===== src/rtl/apb_pkg.sv =====
// Shared APB definitions: FSM state encoding and bus widths.
package apb_pkg;

  typedef enum logic {
    ST_IDLE   = 1'b0,
    ST_ACCESS = 1'b1
  } apb_state_e;

  localparam int APB_ADDR_W = 33;
  localparam int APB_DATA_W = 32;

endpackage


===== src/rtl/apb_slave_regfile.sv =====
// Word array for the APB completer: synchronous write, combinational read.
module apb_slave_regfile
  import apb_pkg::*;
#(
  parameter int DEPTH = 64,
  parameter int AW    = $clog2(DEPTH)
) (
  input  logic                  i_clk,
  input  logic                  i_we,
  input  logic [AW-1:0]         i_wr_idx,
  input  logic [APB_DATA_W-1:0] i_wr_data,
  input  logic [AW-1:0]         i_rd_idx,
  output logic [APB_DATA_W-1:0] o_rd_data
);

  // Contents are deliberately not reset.
  logic [APB_DATA_W-1:0] r_mem [DEPTH];

  always_ff @(posedge i_clk) begin
    if (i_we) begin
      r_mem[i_wr_idx] <= i_wr_data;
    end
  end

  assign o_rd_data = r_mem[i_rd_idx];

endmodule


===== src/rtl/apb_slave_mem.sv =====
// APB completer with a word-addressed register array, optional wait states
// (macro APB_SLV_WAIT_EN) and pslverr on out-of-range or misaligned accesses.
//
//  state     | meaning
//  ----------+---------------------------------------------------------
//  ST_IDLE   | waiting for SETUP (psel=1, penable=0)
//  ST_ACCESS | transfer captured; counting wait states, pready at zero
module apb_slave_mem
  import apb_pkg::*;
#(
  parameter int DEPTH       = 64,
  parameter int WAIT_STATES = 2
) (
  input  logic                  pclk,
  input  logic                  preset,
  input  logic                  psel,
  input  logic                  penable,
  input  logic                  pwrite,
  input  logic [APB_ADDR_W-1:0] paddr,
  input  logic [APB_DATA_W-1:0] pwdata,
  output logic [APB_DATA_W-1:0] prdata,
  output logic                  pready,
  output logic                  pslverr
);

  localparam int AW = $clog2(DEPTH);
  localparam logic [31:0] BYTE_LIMIT = 32'(DEPTH * 4);

  apb_state_e            r_state;
  apb_state_e            w_state_nxt;
  logic                  r_write;
  logic                  r_err;
  logic [AW-1:0]         r_idx;
  logic [APB_DATA_W-1:0] r_wdata;
  logic [APB_DATA_W-1:0] r_prdata;

  logic                  w_setup;
  logic                  w_addr_err;
  logic                  w_cnt_zero;
  logic                  w_mem_we;
  logic [APB_DATA_W-1:0] w_rd_data;
  logic                  w_unused_addr_msb;

  // Bit 32 belongs to the master's decode and is not part of our address.
  assign w_unused_addr_msb = paddr[APB_ADDR_W-1];

  assign w_setup    = (r_state == ST_IDLE) && psel && !penable;
  assign w_addr_err = (paddr[31:0] >= BYTE_LIMIT) || (paddr[1:0] != 2'b00);

`ifdef APB_SLV_WAIT_EN
  localparam int CW = (WAIT_STATES < 1) ? 1 : $clog2(WAIT_STATES + 1);
  logic [CW-1:0] r_cnt;

  always_ff @(posedge pclk or negedge preset) begin
    if (!preset) begin
      r_cnt <= '0;
    end else if (w_setup) begin
      r_cnt <= CW'(WAIT_STATES);
    end else if (r_state == ST_ACCESS) begin
      if (!psel) begin
        r_cnt <= '0;
      end else if (r_cnt != '0) begin
        r_cnt <= r_cnt - 1'b1;
      end
    end
  end

  assign w_cnt_zero = (r_cnt == '0);
`else
  logic w_unused_wait_cfg;
  assign w_unused_wait_cfg = (WAIT_STATES != 0);
  assign w_cnt_zero        = 1'b1;
`endif

  always_ff @(posedge pclk or negedge preset) begin
    if (!preset) begin
      r_state <= ST_IDLE;
    end else begin
      r_state <= w_state_nxt;
    end
  end

  always_comb begin
    w_state_nxt = r_state;
    unique case (r_state)
      ST_IDLE: begin
        if (w_setup) begin
          w_state_nxt = ST_ACCESS;
        end
      end
      ST_ACCESS: begin
        if (!psel || w_cnt_zero) begin
          w_state_nxt = ST_IDLE;
        end
      end
      default: w_state_nxt = ST_IDLE;
    endcase
  end

  // Transfer attributes are frozen at SETUP; the bus is not re-sampled later.
  always_ff @(posedge pclk or negedge preset) begin
    if (!preset) begin
      r_write  <= 1'b0;
      r_err    <= 1'b0;
      r_idx    <= '0;
      r_wdata  <= '0;
      r_prdata <= '0;
    end else if (w_setup) begin
      r_write <= pwrite;
      r_err   <= w_addr_err;
      r_idx   <= paddr[AW+1:2];
      r_wdata <= pwdata;
      if (w_addr_err) begin
        r_prdata <= '0;
      end else if (!pwrite) begin
        r_prdata <= w_rd_data;
      end
    end
  end

  assign pready   = (r_state == ST_ACCESS) && w_cnt_zero;
  assign pslverr  = pready && r_err;
  assign prdata   = r_prdata;
  assign w_mem_we = pready && psel && r_write && !r_err;

  apb_slave_regfile #(
    .DEPTH (DEPTH),
    .AW    (AW)
  ) u_regfile (
    .i_clk     (pclk),
    .i_we      (w_mem_we),
    .i_wr_idx  (r_idx),
    .i_wr_data (r_wdata),
    .i_rd_idx  (paddr[AW+1:2]),
    .o_rd_data (w_rd_data)
  );

endmodule


===== config.mk =====
export PLATFORM = sky130hd
export DESIGN_NAME = apb_slave_mem
export DESIGN_NICKNAME = d
export VERILOG_FILES = /design/src/rtl/apb_pkg.sv /design/src/rtl/apb_slave_regfile.sv /design/src/rtl/apb_slave_mem.sv
export SDC_FILE = /design/constraint.sdc
export NUM_CORES = 2
export LEC_CHECK = 0
export BUFFER_PORTS_ARGS = -buffer_cell sky130_fd_sc_hd__buf_2
export CORE_MARGIN = 2
export CORE_UTILIZATION = 60
export CTS_CLUSTER_DIAMETER = 30
export DETAILED_ROUTE_END_ITERATION = 10
export GPL_TIMING_DRIVEN = 0
export PLACE_DENSITY = 0.87
export SLEW_MARGIN = 0
export SYNTH_ARGS = -nofsm -noshare
export SYNTH_HDL_FRONTEND = slang
export SYNTH_SLANG_ARGS = --single-unit

===== constraint.sdc =====
create_clock -name pclk -period 7.02 [get_ports pclk]
set_clock_uncertainty 0.2 [all_clocks]
set_input_delay 1.404 -clock pclk [delete_from_list [all_inputs] [get_ports pclk]]
set_output_delay 1.404 -clock pclk [all_outputs]
set_load 0.02 [all_outputs]

==> flow_metrics.env <==
export IMPL_ctsHoldBuffers=0
export IMPL_status="complete, but fails checks"
export IMPL_synth_fp_nets=3507
export IMPL_worst_slew_pin_slew_ns=1.67
export IMPL_avgViaCountPerCell=7.72
export IMPL_numClockSinks=2121
export IMPL_die_area_um2=137000
export IMPL_drive_above_1_share=0.355
export IMPL_track_usage=0.392
export IMPL_post_drt_wl_per_cell_um=44.1
export IMPL_grt_pass1_vias=46200
export IMPL_violations="max-capacitance violations, max-slew violations"
export IMPL_cts_htree_levels=5
export IMPL_fp_dieH_um=370
export IMPL_cts_buffers=332
export IMPL_yosysWarnings=0
export IMPL_tns_ns=0
export IMPL_drc=0
export IMPL_maxCapViolCount=4
export IMPL_final_setup_viol_count=0
export IMPL_powerDensity_nw_per_um2=343
export IMPL_cp_start_kind="primary input"
export IMPL_postCtsSetupBuffers=0
export IMPL_place_inst=5401
export IMPL_antenna_found_initial=25
export IMPL_peakVddDrop_uv=394
export IMPL_synth_seq_cells=2121
export IMPL_num_fill_cells=6331
export IMPL_io_pins=104
export IMPL_worstPathMaxFanout=10
export IMPL_grt_overflow=0
export IMPL_cp_common_cell="nand3_1"
export IMPL_crit_arrival_ns=5.72
export IMPL_finalHoldViolations=0
export IMPL_core_area_um2=133000
export IMPL_wirelength_um=265000
export IMPL_p_leak_nw=31.5
export IMPL_dr_total_vias=46400
export IMPL_dp_hpwl_um=143000
export IMPL_start_util=0.603
export IMPL_cp_required_ns=7.63
export IMPL_period_share=0.728
export IMPL_path_clk_slew_ns=0.06
export IMPL_criticalPathCategory="in -> reg"
export IMPL_p_total_w=0.0333
export IMPL_ant_nets=0
export IMPL_crit_family="simple AND/OR/NAND/NOR gates"
export IMPL_path_buf_inv=2
export IMPL_insertion_delay_ns=0.95
export IMPL_clockRootBuffer="clkbuf_16"
export IMPL_grt_pass1_wl_um=367000
export IMPL_hold_worst_slack_ns=0.241
export IMPL_synth_cells=3437
export IMPL_ys_seq_area_frac=0.788
export IMPL_syn2layout_area_growth_pct=20.5
export IMPL_slew_viol_final=11
export IMPL_rows=134
export IMPL_crit_chain="buf_2, nor4_1, nand3_1, nor3_2, clkbuf_1, o211ai_1, nand3_1"
export IMPL_stdcell_count=6003
export IMPL_relSlewSlack=-0.127
export IMPL_period_needed_ns=5.11
export IMPL_cts_tree="done"
export IMPL_io_buffers=99
export IMPL_nets=4039
export IMPL_cts_resized=0
export IMPL_fmax_ghz=0.196
export IMPL_place_area_um2=85800
export IMPL_drt_pass1_iter_count=9
export IMPL_yosysUniqueCellTypes=35
export IMPL_grt_max_degree=65
export IMPL_clockBufferDepth=4
export IMPL_avgSynthCellArea_um2=23.4
export IMPL_rsz0062_at_grt="no"
export IMPL_drt_first_iter_violations=9827
export IMPL_postLayoutCellArea_um2=96900
export IMPL_syn_area_um2=80400
export IMPL_holdCritPathClass="in -> async"
export IMPL_worst_setup_path_end_kind="flip-flop"
export IMPL_slowest_delay_ns=1.35
export IMPL_die_w_um=370
export IMPL_cp_slowest_cell="nor3_2"
export IMPL_routabilityCongestion=0.974
## cell usage in the layout, fill, tap and decap left out, types with 2 or more instances in the layout
cell	Yosys	layout
a22oi_1	181	181
a32oi_1	4	4
and2_1	2	2
buf_1	33	33
buf_12	0	62
buf_16	0	35
buf_2	56	154
buf_4	12	13
buf_6	9	11
bufinv_16	0	32
clkbuf_1	78	100
clkbuf_16	0	338
clkbuf_8	0	7
clkinv_1	0	28
clkinv_2	0	33
clkinv_4	0	23
clkinv_8	0	4
clkinvlp_4	0	34
dfrtp_1	73	41
dfrtp_2	0	32
diode_2	0	11
edfxtp_1	2048	2048
inv_1	2	2
inv_6	0	57
inv_8	0	10
mux2_2	38	38
mux2i_1	72	72
mux4_2	543	543
nand2_1	109	109
nand3_1	41	41
nand3b_1	3	3
nor2_1	76	11
nor2_4	0	64
nor2b_1	5	5
nor4_1	7	7
nor4_4	2	2
o2111ai_1	3	3
o211ai_1	28	28
## layout make-up
cell class	instances	area, um^2	area share
clock buffer	367	8640	0.0891
inverter	3	11.3	0.000116
multi-input combinational	1125	16600	0.172
sequential	2121	63400	0.654
timing repair buffer	198	2730	0.0281
buffer	188	888	0.00917
clock inverter	222	2380	0.0246
antenna	11	27.5	0.000284
tap	1768	2210	0.0228
## worst paths after layout
kind / to / cells past startpoint / start / slack, ns
setup / recovery: prdata[8] / 7 / paddr[1] / 1.91
min in group pclk: r_write / 1 / r_write / 0.36
setup reg to reg: prdata[8] / 7 / pready / 2.13
max in group asynchronous: prdata[23] / 2 / preset / 5.67
hold / removal: r_wdata[25] / 1 / preset / 0.24
hold reg to reg: r_write / 1 / r_write / 0.36
## registers in the layout, summed over array words and instances (netlist names)
name	flops
prdata	32
pready	1
r_err	1
r_idx	6
r_wdata	32
r_write	1
u_regfile.r_mem	2048
## layer usage
metal  GRT usage  vias up  routed length, um
met3       0.145     1186              42400
li1            -    15900                  -
met4       0.219       28              19300
met2       0.590     5777             121000
met1       0.500    23500              81900
met5           0        -                263
## synth_stat cells (all sizes together)
master / count / area share
clkbuf: 78 / 0.0036
mux2i: 72 / 0.0090
mux4: 543 / 0.15
nor4: 9 / 0.0011
mux2: 38 / 0.0053
nand3: 41 / 0.0026
nand4: 2 / 0.00023
a21oi: 1 / 0.000062
nor3b: 1 / 0.000093
o2111ai: 3 / 0.00033
edfxtp: 2048 / 0.77
nor2b: 5 / 0.00039
o31ai: 1 / 0.00016
o21ai: 1 / 0.000062
or3: 1 / 0.000078
or3b: 1 / 0.00011
buf: 110 / 0.0074
nor3: 1 / 0.00012
o211ai: 28 / 0.0026
nand2: 109 / 0.0051
a22oi: 181 / 0.017
nand3b: 3 / 0.00028
dfrtp: 73 / 0.023
inv: 3 / 0.00014
a32oi: 4 / 0.00044
and2: 3 / 0.00023
nor2: 76 / 0.0035
nand4b: 1 / 0.00011
## power breakdown
group / internal, W / switching (W)
Sequential: 0.0144 / 0.000424
Clock: 0.0102 / 0.00649
Combinational: 0.000557 / 0.00117
## worst register-to-register path: stages, from the launching register on
cell and delay [ns]:
dfrtp_1 0.44, nor3b_1 0.44, clkbuf_1 0.59, nand3_1 0.20, nor3_2 1.05, clkbuf_1 0.67, o211ai_1 0.84, nand3_1 0.34
## through the flow
stage	utilization	setup WS, ns
6_report	0.727	1.91
3_5_place_dp	0.644	1.67
2_1_floorplan	-	3.06
5_1_grt	0.727	2.02
4_1_cts	0.726	2.50
3_3_place_gp	0.623	0.912
## cells by family after synthesis
family,count (synthesis),synth area share
AO/OA/AOI/OAI,219,0.0206
AND/OR/NAND/NOR,253,0.0139
multiplexers,653,0.166
flip-flops,2121,0.788
buffers and inverters,191,0.0112
Note: power is estimated with default switching activity, not from simulation.
